## config.mk

```make
export PLATFORM = sky130hd
export DESIGN_NAME = exec_sequencer
export DESIGN_NICKNAME = d
export VERILOG_FILES = /design/src/rtl/exec_ctrl_pkg.sv /design/src/rtl/exec_sequencer_imm_gen.sv /design/src/rtl/exec_sequencer.sv
export SDC_FILE = /design/constraint.sdc
export NUM_CORES = 1
export LEC_CHECK = 0
export ABC_CLOCK_PERIOD_IN_PS = 3550
export CAP_MARGIN = 5
export CORE_ASPECT_RATIO = 1.1
export CORE_MARGIN = 2
export CORE_UTILIZATION = 28
export DETAILED_ROUTE_END_ITERATION = 8
export GPL_ROUTABILITY_DRIVEN = 0
export GPL_TIMING_DRIVEN = 1
export PLACE_DENSITY = 0.6
export REMOVE_ABC_BUFFERS = 1
export SLEW_MARGIN = 40
export SYNTH_ARGS = -nofsm -noshare
export SYNTH_HDL_FRONTEND = slang
export SYNTH_SLANG_ARGS = --single-unit
```

## constraint.sdc

```tcl
create_clock -name clk -period 3.55 [get_ports clk]
set_clock_uncertainty 0.2 [all_clocks]
set_input_delay 1.065 -clock clk [delete_from_list [all_inputs] [get_ports clk]]
set_output_delay 1.065 -clock clk [all_outputs]
set_load 0.01 [all_outputs]
```

## src/rtl/exec_ctrl_pkg.sv

```systemverilog
// exec_ctrl_pkg: shared opcode constants, ALUOp encodings, sequencer state
// enum and the instruction classifier used by exec_sequencer.
package exec_ctrl_pkg;

    localparam logic [6:0] OP_R      = 7'b0110011;
    localparam logic [6:0] OP_IMM    = 7'b0010011;
    localparam logic [6:0] OP_BRANCH = 7'b1100011;

    localparam logic [1:0] ALUOP_ADD   = 2'b00;
    localparam logic [1:0] ALUOP_BR    = 2'b01;
    localparam logic [1:0] ALUOP_FUNCT = 2'b10;

    typedef enum logic [2:0] {
        ST_IDLE,
        ST_DECODE,
        ST_EXEC,
        ST_RETIRE,
        ST_TRAP
    } state_e;

    typedef enum logic [1:0] {
        CLS_R,
        CLS_I,
        CLS_BRANCH,
        CLS_ILLEGAL
    } instr_class_e;

    // Only BEQ (000) and BNE (001) are supported branches; everything else traps.
    function automatic instr_class_e classify(input logic [31:0] word);
        instr_class_e cls;
        cls = CLS_ILLEGAL;
        case (word[6:0])
            OP_R:      cls = CLS_R;
            OP_IMM:    cls = CLS_I;
            OP_BRANCH: cls = (word[14:13] == 2'b00) ? CLS_BRANCH : CLS_ILLEGAL;
            default:   cls = CLS_ILLEGAL;
        endcase
        return cls;
    endfunction

endpackage

```

## src/rtl/exec_sequencer_imm_gen.sv

```systemverilog
// imm_gen: combinational immediate extraction with sign extension.
// I-type for OP-IMM, B-type for branches, zero for everything else.
module imm_gen
    import exec_ctrl_pkg::*;
(
    input  logic [31:0] instr_i,
    output logic [31:0] imm_o
);

    // Select the immediate layout from the opcode; B-type bit 0 is always zero.
    always_comb begin
        imm_o = '0;
        case (instr_i[6:0])
            OP_IMM:    imm_o = {{20{instr_i[31]}}, instr_i[31:20]};
            OP_BRANCH: imm_o = {{19{instr_i[31]}}, instr_i[31], instr_i[7],
                                instr_i[30:25], instr_i[11:8], 1'b0};
            default:   imm_o = '0;
        endcase
    end

endmodule

```

## src/rtl/exec_sequencer.sv

```systemverilog
// exec_sequencer: multi-cycle control FSM for the execute datapath.
// One instruction is in flight at a time: IDLE -> DECODE -> EXEC -> RETIRE,
// or IDLE -> DECODE -> TRAP for unsupported encodings.
// Optional macro PERF_CNT_EN adds cycle_cnt and instret_cnt outputs.
module exec_sequencer
    import exec_ctrl_pkg::*;
#(
    parameter logic [31:0] RESET_PC = 32'h0000_0000
) (
    input  logic        clk,
    input  logic        rst_n,
    input  logic        instr_valid,
    output logic        instr_ready,
    input  logic [31:0] instr,
    input  logic        zero,
    output logic        we,
    output logic [1:0]  alu_op,
    output logic        alu_src,
    output logic [4:0]  rs1,
    output logic [4:0]  rs2,
    output logic [4:0]  rd,
    output logic [31:0] imm,
    output logic [2:0]  funct3,
    output logic        funct7_5,
    output logic [31:0] pc,
    output logic        retire,
    output logic        trap
`ifdef PERF_CNT_EN
    ,
    output logic [31:0] cycle_cnt,
    output logic [31:0] instret_cnt
`endif
);

    state_e       state_q;
    logic [31:0]  instrWord_q;
    logic         ready_q;
    logic         we_q;
    logic [1:0]   aluOp_q;
    logic         aluSrc_q;
    logic [4:0]   rs1_q;
    logic [4:0]   rs2_q;
    logic [4:0]   rd_q;
    logic [31:0]  imm_q;
    logic [2:0]   funct3_q;
    logic         funct7b5_q;
    logic [31:0]  pc_q;
    logic         retire_q;
    logic         trap_q;
    logic         isBranch_q;
    logic         isBne_q;
    logic         branchTaken_q;

    logic [31:0]  decImm_d;
    instr_class_e decClass_d;
    logic [31:0]  pcNext_d;

    imm_gen u_immGen (
        .instr_i (instrWord_q),
        .imm_o   (decImm_d)
    );

    assign decClass_d = classify(instrWord_q);

    // Sequential PC advance: branch target when taken, else fall through; wraps mod 2^32.
    assign pcNext_d = pc_q + (branchTaken_q ? imm_q : 32'd4);

    // Sequencer FSM; every control output is a register updated here.
    always_ff @(posedge clk or negedge rst_n) begin
        if (!rst_n) begin
            state_q       <= ST_IDLE;
            instrWord_q   <= '0;
            ready_q       <= 1'b0;
            we_q          <= 1'b0;
            aluOp_q       <= ALUOP_ADD;
            aluSrc_q      <= 1'b0;
            rs1_q         <= '0;
            rs2_q         <= '0;
            rd_q          <= '0;
            imm_q         <= '0;
            funct3_q      <= '0;
            funct7b5_q    <= 1'b0;
            pc_q          <= RESET_PC;
            retire_q      <= 1'b0;
            trap_q        <= 1'b0;
            isBranch_q    <= 1'b0;
            isBne_q       <= 1'b0;
            branchTaken_q <= 1'b0;
        end else begin
            retire_q <= 1'b0;
            trap_q   <= 1'b0;
            case (state_q)
                ST_IDLE: begin
                    ready_q <= 1'b1;
                    if (instr_valid && ready_q) begin
                        instrWord_q <= instr;
                        ready_q     <= 1'b0;
                        state_q     <= ST_DECODE;
                    end
                end
                ST_DECODE: begin
                    rs1_q         <= instrWord_q[19:15];
                    rs2_q         <= instrWord_q[24:20];
                    rd_q          <= instrWord_q[11:7];
                    funct3_q      <= instrWord_q[14:12];
                    imm_q         <= decImm_d;
                    isBranch_q    <= (decClass_d == CLS_BRANCH);
                    isBne_q       <= instrWord_q[12];
                    branchTaken_q <= 1'b0;
                    case (decClass_d)
                        CLS_R: begin
                            aluOp_q    <= ALUOP_FUNCT;
                            aluSrc_q   <= 1'b0;
                            funct7b5_q <= instrWord_q[30];
                            we_q       <= (instrWord_q[11:7] != 5'd0);
                            state_q    <= ST_EXEC;
                        end
                        CLS_I: begin
                            aluOp_q    <= ALUOP_FUNCT;
                            aluSrc_q   <= 1'b1;
                            funct7b5_q <= (instrWord_q[14:12] == 3'b101) ? instrWord_q[30] : 1'b0;
                            we_q       <= (instrWord_q[11:7] != 5'd0);
                            state_q    <= ST_EXEC;
                        end
                        CLS_BRANCH: begin
                            aluOp_q    <= ALUOP_BR;
                            aluSrc_q   <= 1'b0;
                            funct7b5_q <= 1'b0;
                            we_q       <= 1'b0;
                            state_q    <= ST_EXEC;
                        end
                        default: begin
                            aluOp_q    <= ALUOP_ADD;
                            aluSrc_q   <= 1'b0;
                            funct7b5_q <= 1'b0;
                            we_q       <= 1'b0;
                            trap_q     <= 1'b1;
                            state_q    <= ST_TRAP;
                        end
                    endcase
                end
                ST_EXEC: begin
                    we_q          <= 1'b0;
                    aluOp_q       <= ALUOP_ADD;
                    aluSrc_q      <= 1'b0;
                    retire_q      <= 1'b1;
                    branchTaken_q <= isBranch_q && (isBne_q ? !zero : zero);
                    state_q       <= ST_RETIRE;
                end
                ST_RETIRE: begin
                    pc_q          <= pcNext_d;
                    branchTaken_q <= 1'b0;
                    ready_q       <= 1'b1;
                    state_q       <= ST_IDLE;
                end
                ST_TRAP: begin
                    pc_q    <= pc_q + 32'd4;
                    ready_q <= 1'b1;
                    state_q <= ST_IDLE;
                end
                default: begin
                    state_q <= ST_IDLE;
                end
            endcase
        end
    end

    assign instr_ready = ready_q;
    assign we          = we_q;
    assign alu_op      = aluOp_q;
    assign alu_src     = aluSrc_q;
    assign rs1         = rs1_q;
    assign rs2         = rs2_q;
    assign rd          = rd_q;
    assign imm         = imm_q;
    assign funct3      = funct3_q;
    assign funct7_5    = funct7b5_q;
    assign pc          = pc_q;
    assign retire      = retire_q;
    assign trap        = trap_q;

`ifdef PERF_CNT_EN
    logic [31:0] cycleCnt_q;
    logic [31:0] instretCnt_q;

    // Free-running cycle counter and retired-instruction counter; traps are not counted.
    always_ff @(posedge clk or negedge rst_n) begin
        if (!rst_n) begin
            cycleCnt_q   <= '0;
            instretCnt_q <= '0;
        end else begin
            cycleCnt_q <= cycleCnt_q + 32'd1;
            if (state_q == ST_RETIRE) begin
                instretCnt_q <= instretCnt_q + 32'd1;
            end
        end
    end

    assign cycle_cnt   = cycleCnt_q;
    assign instret_cnt = instretCnt_q;
`endif

endmodule

```

# After elaboration in Yosys (flattened, before gate mapping)
# Index checks and enable logic that the tools add are counted.
dict set report op_classes {
  reduce_logical 16
  n_eq_ne 11
  mux 23
  add_sub_neg 2
}
# cell n
set ops {}
lappend ops {{$pmux W32 S2} 2}
lappend ops {{$add A32 B3 Y32 const B} 1}
lappend ops {{$add A32 B32 Y32} 1}
lappend ops {{$mux W32} 1}
lappend ops {{$pmux W1 S2} 5}
lappend ops {{$mux W1} 9}
lappend ops {{$pmux W3 S3} 1}
lappend ops {{$pmux W2 S2} 2}
lappend ops {{$reduce_bool A2 Y1} 4}
lappend ops {{$eq A7 B5 Y1 const B} 1}
lappend ops {{$eq A7 B6 Y1 const B} 1}
lappend ops {{$eq A7 B7 Y1 const B} 1}
lappend ops {{$eq A3 B2 Y1 const B} 2}
lappend ops {{$eq A3 B3 Y1 const B} 2}
lappend ops {{$mux W3} 2}
lappend ops {{$pmux W2 S3} 1}
lappend ops {{$reduce_or A2 Y1} 3}
lappend ops {{$reduce_bool A5 Y1} 1}
lappend ops {{$logic_not A2 Y1} 2}
lappend ops {{$eq A3 B1 Y1 const B} 1}
lappend ops {{$logic_not A3 Y1} 1}
lappend ops {{$reduce_or A3 Y1} 1}
lappend ops {{$eq A2 B1 Y1 const B} 1}
lappend ops {{$eq A2 B2 Y1 const B} 1}
lappend ops {{4 further kinds} 5}
dict set report totals {
  elab_cells 70
  output_inout_bits 90
  reg_bits 128
  inputBits 36
}

# Depth between registers and ports, before layout
# Gate-level depths: netlist of the first run.
dict set report depth {
  word_depth 7
  depth_mapped 13
  depth_no_buf 11
}

# By module
# From an unflattened synthesis of the first run, not the netlist that was laid out.
dict set report hier_totals {
  cells_unflattened 874
  hier_area_um2 7696.1
}
# mod cells_per_inst instances area_per_inst_um2 seq_area_each_um2
set by_module_without_submodules {}
lappend by_module_without_submodules {exec_sequencer 816 1 7244.4 3178.0}
lappend by_module_without_submodules {imm_gen 58 1 451.7 0.0}

# Least setup slack after synthesis of the first run
# Ideal clock, no wire load.
dict set report synth_path {
  kind {register -> register}
  startpoint {register branchTaken_q}
  endpoint {register pc_q[28], in the netlist pc[28]}
  path_slack_ps 392
  setup_ps 144
  arrival_time_ps 2814
  path_stages_with_launch 14
  period_less_slack_ps 3158
  t_required_ps 3206
  n_path_buf 2
  cell_sequence {dfrtp_1 clkbuf_1 and2_1 ha_1 fa_1 a21oi_1 o211ai_1 a21oi_1 o31a_1 buf_2 nor2_1 or4_1 o211ai_1 a311oi_1}
}
dict set report synth_between {
  elab_chain_cells 3
}
# element line_no
set synth_rtl {}
lappend synth_rtl {{from (decl)} exec_sequencer.sv:52} ;# logic branchTaken_q;
lappend synth_rtl {{from (signal assigned)} exec_sequencer.sv:147} ;# branchTaken_q <= isBranch_q && (isBne_q ? !zero : zero);
lappend synth_rtl {{$mux W32} exec_sequencer.sv:66} ;# assign pcNext_d = pc_q + (branchTaken_q ? imm_q : 32'd4);
lappend synth_rtl {{$add A32 B32 Y32} exec_sequencer.sv:66}
lappend synth_rtl {{$pmux W32 S2} exec_sequencer.sv:92} ;# case (state_q)
lappend synth_rtl {{to (signal assigned)} exec_sequencer.sv:151} ;# pc_q <= pcNext_d;
lappend synth_rtl {{to (signal assigned)} exec_sequencer.sv:157} ;# pc_q <= pc_q + 32'd4;
lappend synth_rtl {{to (decl)} exec_sequencer.sv:47} ;# logic [31:0] pc_q;
# No other way between the ends.
# A chain may end at the register's enable or synchronous reset.

# Final worst setup path of the first run
dict set report layout_path {
  startpoint {register imm_q[0], in the netlist imm[0]}
  endpoint {register pc_q[26], in the netlist pc[26]}
}
dict set report layout_between {
  elab_chain_cells 3
}
# element line_no
set layout_rtl {}
lappend layout_rtl {{from (decl)} exec_sequencer.sv:44} ;# logic [31:0] imm_q;
lappend layout_rtl {{from (signal assigned)} exec_sequencer.sv:106} ;# imm_q <= decImm_d;
lappend layout_rtl {{$mux W32} exec_sequencer.sv:66}
lappend layout_rtl {{$add A32 B32 Y32} exec_sequencer.sv:66}
lappend layout_rtl {{$pmux W32 S2} exec_sequencer.sv:92}
# No other way between the ends.

==> summary.md, run 1 <==
| Metric | Value |
|---|---|
| Routed met2 length | `8170 um` |
| Final Power | `4.64 mW` |
| Met1 Wirelength | `7370 um` |
| Clock Path Buffers | `2` |
| Clk root buf | `clkbuf_16` |
| GR Overflow Total | `0` |
| Worst EP required | `3640 ps` |
| Sink Count | `108` |
| Initial detailed-routing violation count | `290` |
| Top Layer Used | `met4` |
| Unrepaired setup endpoints after global routing | `no` |
| DRC | `0` |
| Row count | `56` |
| Die area | `0.0231 sq mm` |
| Gr usage total | `0.150` |
| Area added between synthesis and finish | `29.2%` |
| Vias | `5,279` |
| Post-synth EDFFs | `0` |
| Core Util, Final | `0.370` |
| Worst hold path class | `flop to flop` |
| Yosys reg bits | `108` |
| Worst-path clk slew | `80 ps` |
| Part of the Yosys area used for sequential elements | `0.441` |
| Cell Pwr Density | `586 mW/mm^2` |
| Fin. max-slew vios | `0` |
| Maximum vdd drop | `411 uV` |
| Starting Density | `0.287` |
| Mapped Cells | `662` |
| Final TNS setup | `0 ps` |
| Worst EP arrival | `3310 ps` |
| Final Instance Area | `0.00791 sq mm` |
| Area of the multi-input gates | `0.00314 sq mm` |
| Via-to-Cell Ratio | `5.00` |
| Max-Cap Viols | `0` |
| Actual slew at the worst max-slew pin | `636 ps` |
| Slew margin rel. | `0.565` |
| N_diodes | `0` |
| Dpl cell area | `0.00761 sq mm` |
| Number of global-route vias before repair | `5,164` |
| Core area | `0.0214 sq mm` |
| Clk Latency, worst-skew pair | `360 ps` |
| Tcrit/Tclk final | `0.907` |
| # IOs | `126` |
| Syn avg cell area | `9.25 sq um` |
| CP Max Fanout | `3` |
| Final setup vio count | `0` |
| Fin. Hold Viols | `0` |
| H-tree level count | `3` |
| Layout cells sized above 1 | `0.0993` |
| Sequential Area | `0.00270 sq mm` |
| Antenna Violating Nets Remaining | `0` |
| Largest net degree at the start of global routing | `81` |
| Cts bufs inserted | `9` |
| Hold_buf cts | `0` |
| CTS resizes | `0` |
| Fraction of registers with async set/reset | `1.00` |
| Max Fclk | `311 MHz` |
| WL final | `17,500 um` |
| CP Launch Type | `flop` |
| Fillers | `2,176` |
| Detailed-placement wirelength estimate | `12,700 um` |
| # nets final | `810` |
| Die height | `159 um` |
| Detail Route met3 WL | `1660 um` |
| Final WS setup | `331 ps` |
| Prevailing post-synth register cell | `dfrtp_1` |
| Synth unique cells | `67` |
| Synth warnings | `0` |
| First-pass GRT wire length | `28,100 um` |
| Worst slack, placed | `348 ps` |
| Status | `complete, no violations` |
| CP Capture Type | `flop` |
| Drt first pass iters | `5` |
| Synth Cell Area | `0.00613 sq mm` |
| Avg WL per Cell | `16.6 um` |
| CTS tree | `built` |
| Die X | `145 um` |
| Antenna violations before repair | `0` |
| Post-layout min period | `3220 ps` |
| Setup CP Type | `flop to flop` |
| Setup Buffers After CTS | `0` |
| PortBufs | `125` |
| LEAKAGE | `3.35 nW` |
[metal layers]
metal	track usage	up-vias
met1	0.184	2545
met2	0.245	161
met4	0.0378	0
met5	0	-
li1	-	2556
met3	0.0650	17
[worst paths after layout]
path,from,end,slack [ps],depth (start not counted)
min in group asynchronous,rst_n,instrWord_q[15]$_DFFE_PN0P_,420,1
hold / removal,instrWord_q[19]$_DFFE_PN0P_,rs1[4]$_DFFE_PN0P_,260,2
setup reg to reg,imm[0]$_DFFE_PN0P_,pc[26]$_DFFE_PN0P_,330,11
hold reg to reg,instrWord_q[19]$_DFFE_PN0P_,rs1[4]$_DFFE_PN0P_,260,2
max in group asynchronous,rst_n,pc[17]$_DFFE_PN0P_,1970,2
setup / recovery,imm[0]$_DFFE_PN0P_,pc[26]$_DFFE_PN0P_,330,11
[sequential cells by signal, indices dropped and copies added, names as in the netlist, 2 cells and up]
| signal | cells |
|---|---|
| pc | 32 |
| state_q | 3 |
| rs1 | 5 |
| instrWord_q | 32 |
| rs2 | 5 |
| imm | 13 |
| funct3 | 3 |
| rd | 5 |
| alu_op | 2 |
[per-stage QoR]
step           instances  hold slack [ps]
5_1_grt             1055              300
3_5_place_dp        1039              259
6_report            1055              265
2_1_floorplan        609              235
3_3_place_gp        1039              245
4_1_cts             1055              270
[final cells by class]
type                            count  share of cell area
Inverter                            6             0.00285
Clock inverter                      7             0.00885
Sequential cell                   108               0.342
Clock buffer                        9              0.0285
Timing Repair Buffer              140               0.175
Multi-Input combinational cell    495               0.397
Tap cell                          290              0.0458
[Yosys cell counts, drive strengths merged, types with 8 or more instances]
master	number	area share
dfrtp	108	0.44
nand2	108	0.066
nor2	51	0.031
mux2	32	0.059
a21oi	31	0.025
nand3	28	0.023
buf	27	0.030
clkbuf	26	0.016
nor3	25	0.020
o21ai	24	0.020
and2	16	0.016
xor2	15	0.021
xnor2	14	0.020
ha	13	0.027
and3	10	0.010
mux2i	10	0.016
a22o	9	0.013
nor4	9	0.010
a21o	8	0.0098
nand4	8	0.0082
[worst max-delay path, cell delays in order, from the launching register on]
cell and delay [ps]:
dfrtp_1 400, and2_1 170, ha_1 210, fa_1 400, a21oi_1 240, o211ai_1 190
a21oi_1 240, nor2_1 120, a41oi_2 300, mux2_1 360, a32oi_1 180, xnor2_1 140
[where the power goes]
part	internal, mW	leakage [nW]	switching (mW)
Combinational	0.865	1.84	0.835
Clock	0.496	0.147	0.505
Sequential	1.61	1.36	0.328
Total	2.97	3.35	1.67
[cell usage in the layout (no fill, tap or decap), types with 10 or more instances in the layout]
master	Yosys	final
mux2_2	31	31
buf_4	20	14
and2_1	16	16
clkdlybuf4s50_1	0	124
nand2_1	108	108
xor2_1	15	15
mux2i_1	10	10
nor3_1	25	23
nand3_1	28	28
xnor2_1	14	14
nor2_1	51	50
and3_1	10	10
a21oi_1	31	31
dfrtp_1	108	108
o21ai_0	18	18
ha_1	13	13
[cells by family after synthesis]
group	count (synthesis)	share of synthesized area
AOI/OAI and AO/OA	124	0.140
xor gates and xnor gates	29	0.0415
adders and majority gates	14	0.0298
buffers and inverters	59	0.0494
DFF	108	0.441
muxes	42	0.0752
and+or+nand+nor	286	0.223
Power figures use the tool's default switching activity.
==> run 2: changes to the inputs <==
--- a/config.mk
+++ b/config.mk
@@ -6,9 +6,8 @@
 export NUM_CORES = 1
 export LEC_CHECK = 0
 export ABC_CLOCK_PERIOD_IN_PS = 3550
-export CAP_MARGIN = 5
+export CAP_MARGIN = 20
 export CORE_ASPECT_RATIO = 1.1
-export CORE_MARGIN = 2
 export CORE_UTILIZATION = 28
 export DETAILED_ROUTE_END_ITERATION = 8
 export GPL_ROUTABILITY_DRIVEN = 0
==> run 2 against run 1 <==
Total power shrank 0.14%. Critical path depth is the same. Non-clock buffer count grew 2. Largest power group unchanged. Maximum frequency shrank 1.3%. Critical endpoint unchanged. Global-route usage grew 1.3 points.
==> summary.md, run 2 (same netlist as run 1, synthesis figures left out) <==
| Metric | Value |
|---|---|
| Worst Path Buf+Inv | `0 (unchanged)` |
| Setup Buffers After CTS | `0 (unchanged)` |
| Maximum vdd drop | `391 uV (-5.0%)` |
| LEAKAGE | `3.35 nW (about the same)` |
| Avg WL per Cell | `16.5 um (-0.12%)` |
| Starting Density | `0.287 (unchanged)` |
| Die X | `143 um (-1.4%)` |
| H-tree level count | `3 (unchanged)` |
| Vias | `5,289 (+0.19%)` |
| Worst-path clk slew | `80 ps (about the same)` |
| Unrepaired setup endpoints after global routing | `no` |
| # nets final | `812 (+0.25%)` |
| Number of global-route vias before repair | `5,220 (+1.1%)` |
| WL final | `17,500 um (about the same)` |
| Worst slack, placed | `302 ps (-46.5 ps)` |
| Final Instance Area | `0.00791 sq mm (unchanged)` |
| GR Overflow Total | `0 (unchanged)` |
| Most common cell after layout, fill and taps aside | `clkdlybuf4s50_1` |
| Largest net degree at the start of global routing | `46 (-43%)` |
| Layout cells sized above 1 | `0.0991 (-0.000259)` |
| Post-layout min period | `3260 ps (+42.1 ps)` |
| Clk root buf | `clkbuf_16` |
| Worst hold path class | `flop to flop` |
| Area added between synthesis and finish | `29.2% (unchanged)` |
| Sink Count | `108 (unchanged)` |
| Worst EP arrival | `3350 ps (+40 ps)` |
| Max-Cap Viols | `0 (unchanged)` |
| Clk Latency, worst-skew pair | `360 ps (about the same)` |
| Final WS setup | `289 ps (-42.1 ps)` |
| CP Launch Type | `flop` |
| Sequential Area | `0.00270 sq mm (unchanged)` |
| Post-Place Cells | `1,041 (+0.19%)` |
| # IOs | `126 (unchanged)` |
| Layout Cells excl Fill | `1,057 (+0.19%)` |
| CTS tree | `built` |
| Fillers | `2,215 (+1.8%)` |
| Area of the multi-input gates | `0.00313 sq mm (-0.36%)` |
| Die height | `157 um (-1.3%)` |
| Detailed-placement wirelength estimate | `12,600 um (-0.46%)` |
| Max Fclk | `307 MHz (-1.3%)` |
| Critical path's slowest cell | `dfrtp_1` |
| Final TNS setup | `0 ps (unchanged)` |
| Final setup vio count | `0 (unchanged)` |
| Drt first pass iters | `5 (unchanged)` |
| Tcrit/Tclk final | `0.919 (+0.0119)` |
| Antenna violations before repair | `0 (unchanged)` |
| Core area | `0.0214 sq mm (unchanged)` |
| Initial detailed-routing violation count | `301 (+3.8%)` |
| CP Capture Type | `flop` |
| Cells along the critical path | `and2_1, ha_1, fa_1, a21oi_1, o211ai_1, a21oi_1, nor2_1, a41oi_2, mux2_1, a32oi_1, xnor2_1` |
| Dpl cell area | `0.00762 sq mm (about the same)` |
| Largest delay share family, worst path | `compound AO/OA/AOI/OAI gates` |
| CTS resizes | `0 (unchanged)` |
| Most frequent cells in the layout | `clkdlybuf4s50_1, nand2_1, dfrtp_1` |
| First-pass GRT wire length | `28,400 um (+0.91%)` |
| Clock Path Buffers | `2 (unchanged)` |
| Cell Pwr Density | `585 mW/mm^2 (-0.14%)` |
| Status | `complete, no violations` |
| Setup CP Type | `flop to flop` |
| Worst EP required | `3640 ps (about the same)` |
| Die area | `0.0225 sq mm (-2.6%)` |
| Fin. Hold Viols | `0 (unchanged)` |
| CP Max Fanout | `11 (+8)` |
| Reg2reg setup slack | `290 ps (-40 ps)` |
| Slew margin rel. | `0.486 (-0.0795)` |
| PortBufs | `125 (unchanged)` |
| Gr usage total | `0.164 (+0.0130)` |
| Fin. max-slew vios | `0 (unchanged)` |
| Hold_ws | `264 ps (-0.743 ps)` |
| Cts bufs inserted | `9 (unchanged)` |
| Row count | `56 (unchanged)` |
| N_diodes | `0 (unchanged)` |
| Antenna Violating Nets Remaining | `0 (unchanged)` |
| Cell mode on critical path | `a21oi_1` |
| Via-to-Cell Ratio | `5.00 (about the same)` |
| Final Power | `4.63 mW (-0.14%)` |
| DRC | `0 (unchanged)` |
| Hold_buf cts | `0 (unchanged)` |
| Core Util, Final | `0.370 (unchanged)` |
| Actual slew at the worst max-slew pin | `766 ps (+130 ps)` |
| Critical path's largest stage delay | `470 ps (+70 ps)` |
-- run 2: power breakdown --
part | leakage [nW] | switching [mW] | internal (mW)
clock | 0.138 | 0.499 | 0.509
combinational | 1.85 | 0.824 | 0.864
sequential | 1.36 | 0.329 | 1.61
-- run 2: cell type report --
class / count / area share
multi-input cells: 495 / 0.396
flip-flops and latches: 108 / 0.342
repair buffers: 142 / 0.177
well taps: 290 / 0.0458
clock buffers: 10 / 0.0302
clock inverters: 6 / 0.00664
inverters: 6 / 0.00285
-- run 2: metal layers --
metal / wire length, um / vias to the layer above / GRT usage
met5: 0 / - / 0
met4: 282 / 0 / 0.0405
met3: 1680 / 29 / 0.0669
met2: 8140 / 189 / 0.265
met1: 7390 / 2518 / 0.200
li1: - / 2553 / -
-- run 2: worst paths after layout --
| path | from | to | cells after the start |
|---|---|---|---|
| min in group asynchronous | rst_n | rs1[3]$_DFFE_PN0P_ | 1 |
| max in group asynchronous | rst_n | pc[27]$_DFFE_PN0P_ | 2 |
| setup / recovery | branchTaken_q$_DFFE_PN0P_ | pc[26]$_DFFE_PN0P_ | 11 |
| hold / removal | pc[31]$_DFFE_PN0P_ | pc[31]$_DFFE_PN0P_ | 1 |
| hold reg to reg | pc[31]$_DFFE_PN0P_ | pc[31]$_DFFE_PN0P_ | 1 |
| setup reg to reg | branchTaken_q$_DFFE_PN0P_ | pc[26]$_DFFE_PN0P_ | 11 |
-- run 2: worst reg2reg max path: stages, from the launching register on --
cell and delay (ps):
dfrtp_1 470, and2_1 180, ha_1 210, fa_1 400, a21oi_1 250, o211ai_1 180, a21oi_1 220, nor2_1 110
a41oi_2 290, mux2_1 350, a32oi_1 180, xnor2_1 140
==> run 3: changes to the inputs <==
--- a/config.mk
+++ b/config.mk
@@ -9,8 +9,9 @@
 export CAP_MARGIN = 20
 export CORE_ASPECT_RATIO = 1.1
 export CORE_UTILIZATION = 28
+export CTS_CLUSTER_DIAMETER = 40
 export DETAILED_ROUTE_END_ITERATION = 8
-export GPL_ROUTABILITY_DRIVEN = 0
+export GPL_ROUTABILITY_DRIVEN = 1
 export GPL_TIMING_DRIVEN = 1
 export PLACE_DENSITY = 0.6
 export REMOVE_ABC_BUFFERS = 1
==> results of run 3 <==
No change in the layout: final DEF, timing and power equal those of run 2.
==> edit 1 (config.mk and constraints of run 1) <==
Add a define of `PERF_CNT_EN`.
--- a/src/rtl/exec_sequencer.sv
+++ b/src/rtl/exec_sequencer.sv
@@ -3,4 +3,6 @@
 // or IDLE -> DECODE -> TRAP for unsupported encodings.
 // Optional macro PERF_CNT_EN adds cycle_cnt and instret_cnt outputs.
+`define PERF_CNT_EN
+
 module exec_sequencer
     import exec_ctrl_pkg::*;
Function (old outputs only; new: cycle_cnt and instret_cnt): kept (Yosys induction, for registers that start in step).
==> edit 1 against run 1 <==
Sequential cell count is 64 higher; routed wire length grew 48%; combinational power rose by 19%; cell area rose by 50%; sequential power is 40% higher; total power up 44%; setup slack got worse by 52 ps; synthesized area increased by 46%; global-route usage grew 0.63 points; largest cell class is now flip-flops and latches.
==> edit 1: results (changes against run 1) <==
result of the run finished, final reports clean; number of buffers added by the clock tree synthesis step 17 (+8); source-to-sink clock delay at the later pin of the worst-skew pair 440 ps (+80 ps); Max Clk Rate 0.306 GHz (-1.6%); slew at the pin closest to its max-slew limit 787 ps (+151 ps); pin count of the biggest net entering global routing 60 (-26%); xor and xnor area share after synthesis 8.93% (+4.8 points); multiplexer area fraction after synthesis 4.72% (-2.8 points); H-tree Lvls 4 (+1); first-iteration detailed-routing DRC count 502 (+73%); number of warning messages in the yosys log 0 (unchanged); count of maximum capacitance violations 0 (unchanged); share of final-layout standard cells stronger than drive strength 1 8.93% (-1.0 points); logic depth of the worst register-to-register path 12 (+1); aggregate global-route resource usage 15.7% (+0.63 points); start-to-end type of the worst setup path flop to flop; HPWL reported at the end of detailed placement 18.9 mm (+49%); proportion of synthesized chip area in sequential cells 48.2% (+4.1 points); Max IR drop VDD 373 uV (-9.3%); Worst setup startpoint branchTaken_q; Netlist cell types 74 (+10%); worst slack at placement 297 ps (-51.8 ps); arrival time at the worst endpoint 3380 ps (+70 ps); NumNets Final 1136 (+40%); number of global-route vias before repair 7450 (+44%); main area contributors after synthesis dfrtp_1 48%, xnor2_1 6.1%, nand2_1 5.5%, mux2_2 4.0%, nand3_1 2.9%; area of the multi-input gates 4290 um^2 (+37%); drt wl/cell 17.0 um (+2.7%); total number of vias 7564 (+43%); R2R Setup Slk 280 ps (-50 ps); Compound-Gate Fraction of Synth Area 10.8% (-3.1 points); leakage dissipation 5.09 nW (+52%); first-pass GRT wire length 41.3 mm (+47%); top cells by instance count after synthesis 172 x dfrtp_1, 131 x nand2_1, 62 x xnor2_1; FILL cells 3123 (+44%); Synth Area in Adders 2.33% (-0.66 points); largest fanout of any net on the critical path 17 (+14); Detailed Routing Iterations Pass 1 6 (+1); cell area after placement 11300 um^2 (+48%); count of port buffers added during placement 189 (+51%)
## edit 1: cell families after synthesis
logic type	after synthesis
buffers and inverters	69
muxes	38
DFF	172
adders and majority gates	16
xor gates and xnor gates	91
and+or+nand+nor	380
AOI/OAI and AO/OA	143
## edit 1: cell type report
type | count | area share, %
Clock inverter | 14 | 1.33
Clock buffer | 18 | 3.62
Tap cell | 420 | 4.43
Timing Repair Buffer | 210 | 17.6
Sequential cell | 172 | 36.3
Inverter | 15 | 0.475
Multi-Input combinational cell | 668 | 36.2
## edit 1: critical path: stages, from the launching register on
cell and delay [ps]:
dfrtp_1 560, and2_1 230, ha_1 200, fa_1 420, a21oi_1 210, o211ai_1 150
nand4_1 240, nand2_1 110, buf_4 190, o22a_1 180, o311ai_0 120, o211ai_1 170
xor2_1 160
## edit 1: report_power, final
part | internal, mW | leakage, nW | switching (mW)
sequential | 2.35 | 2.24 | 0.360
combinational | 0.994 | 2.57 | 1.03
clock | 1.06 | 0.284 | 0.868
total | 4.40 | 5.09 | 2.26
## edit 1: worst min-delay path by stage
stage / start / end / cells after the start
after global placement: instrWord_q[18] / rs1[3] / 2
after global routing: rst_n / pc[20] / 1
after detailed placement: instrWord_q[16] / rs1[1] / 2
final: instrWord_q[15] / rs1[0] / 2
after CTS: instrWord_q[16] / rs1[1] / 2
after floorplan: instrWord_q[15] / rs1[0] / 2
## edit 1: per-layer routing
metal  wire length, um  GRT usage, %  vias up
met4               449          4.95        0
met3              2290          5.57       28
met1             11300          20.3     3680
met5                 0             0        -
li1                  -             -     3572
met2             11800          24.4      284
## edit 1: metrics by stage
step	hold WS [ps]	std cells
finish	269	1517
global route	296	1517
CTS	276	1517
detailed placement	259	1485
global placement	246	1485
floorplan	235	855
==> edit 2 (flow settings as in run 1) <==
Made on the original files. The 5 states of `state_e` get a one-hot encoding in 5 bits.
--- a/src/rtl/exec_ctrl_pkg.sv
+++ b/src/rtl/exec_ctrl_pkg.sv
@@ -11,10 +11,10 @@
     localparam logic [1:0] ALUOP_FUNCT = 2'b10;
 
-    typedef enum logic [2:0] {
-        ST_IDLE,
-        ST_DECODE,
-        ST_EXEC,
-        ST_RETIRE,
-        ST_TRAP
+    typedef enum logic [4:0] {
+        ST_IDLE   = 5'b00001,
+        ST_DECODE = 5'b00010,
+        ST_EXEC   = 5'b00100,
+        ST_RETIRE = 5'b01000,
+        ST_TRAP   = 5'b10000
     } state_e;
 
Behaviour: no difference found for any inputs over 10 cycles, from zero or initial values and one cycle with rst_n low; not proved beyond that.
==> edit 2 against run 1 <==
Synthesized area increased by 2.6%; cell area is 0.98% higher; total power fell by 2.9%; sequential cell count rose by 2; maximum frequency fell by 1.6%; setup slack worse by 51 ps; cell count is 0.28% higher; combinational power down 10%; routed wire length rose by 2.9%.
==> edit 2: results (changes against run 1) <==
Vias per Instance 5.08 (+1.6%); drt wl/cell 17.0 um (+2.6%); power share of the sequential group 43.7% (+2.0 points); first-pass GRT wire length 29.5 mm (+5.0%); result of the run finished, final reports clean; worst slack at placement 171 ps (-178 ps); cell count after placement 1043 (+0.38%); final WL 18.0 mm (+2.9%); GR Util met3 5.79% (-0.71 points); CP max-delay cell dfrtp_2; number of signal-net buffers in the layout 144 (+2.9%); Worst Hold Slack 267 ps (+1.89 ps); Max IR drop VDD 354 uV (-14%); number of global-route vias before repair 5425 (+5.1%); first-iteration detailed-routing DRC count 324 (+12%); R2R Setup Slk 280 ps (-50 ps); count of non-CTS inverters in the layout 5 (-1); leakage dissipation 3.44 nW (+2.5%); aggregate global-route resource usage 15.5% (+0.41 points); FF+latch count 110 (+1.9%); met1 track utilization from global routing 19.6% (+1.2 points); sequential portion of the cell area 34.5% (+0.33 points); FILL cells 2256 (+3.7%); final-layout clock-cell area share 3.49% (-0.24 points); Detailed Routing Iterations Pass 1 7 (+2)
edit 2: cell families after synthesis:
family | synth area share, %
flops | 43.8
mux | 6.05
compound gates | 13.5
simple gates | 23.4
fa+ha+maj | 2.91
xor+xnor | 4.18
buf+inv | 6.15
edit 2: final timing paths:
path                                 startpoint  cells past startpoint      to
worst max-delay path              branchTaken_q                     10  pc[31]
worst min register to register  instrWord_q[16]                      2  rs1[1]
worst min-delay path            instrWord_q[16]                      2  rs1[1]
max in group asynchronous                 rst_n                      2  pc[13]
min in group asynchronous                 rst_n                      1  pc[25]
worst max register to register    branchTaken_q                     10  pc[31]
edit 2: layer usage:
metal	vias to the layer above	share of wire (%)
met5	-	0
met4	0	1.4
met3	19	9.3
met2	217	47
met1	2583	42
li1	2559	-
edit 2: through the flow:
step                TNS (ps)  util, %
finish                     0     36.3
global route               0     36.3
CTS                        0     36.2
detailed placement         0     35.0
global placement           0     35.0
floorplan              -3300        -
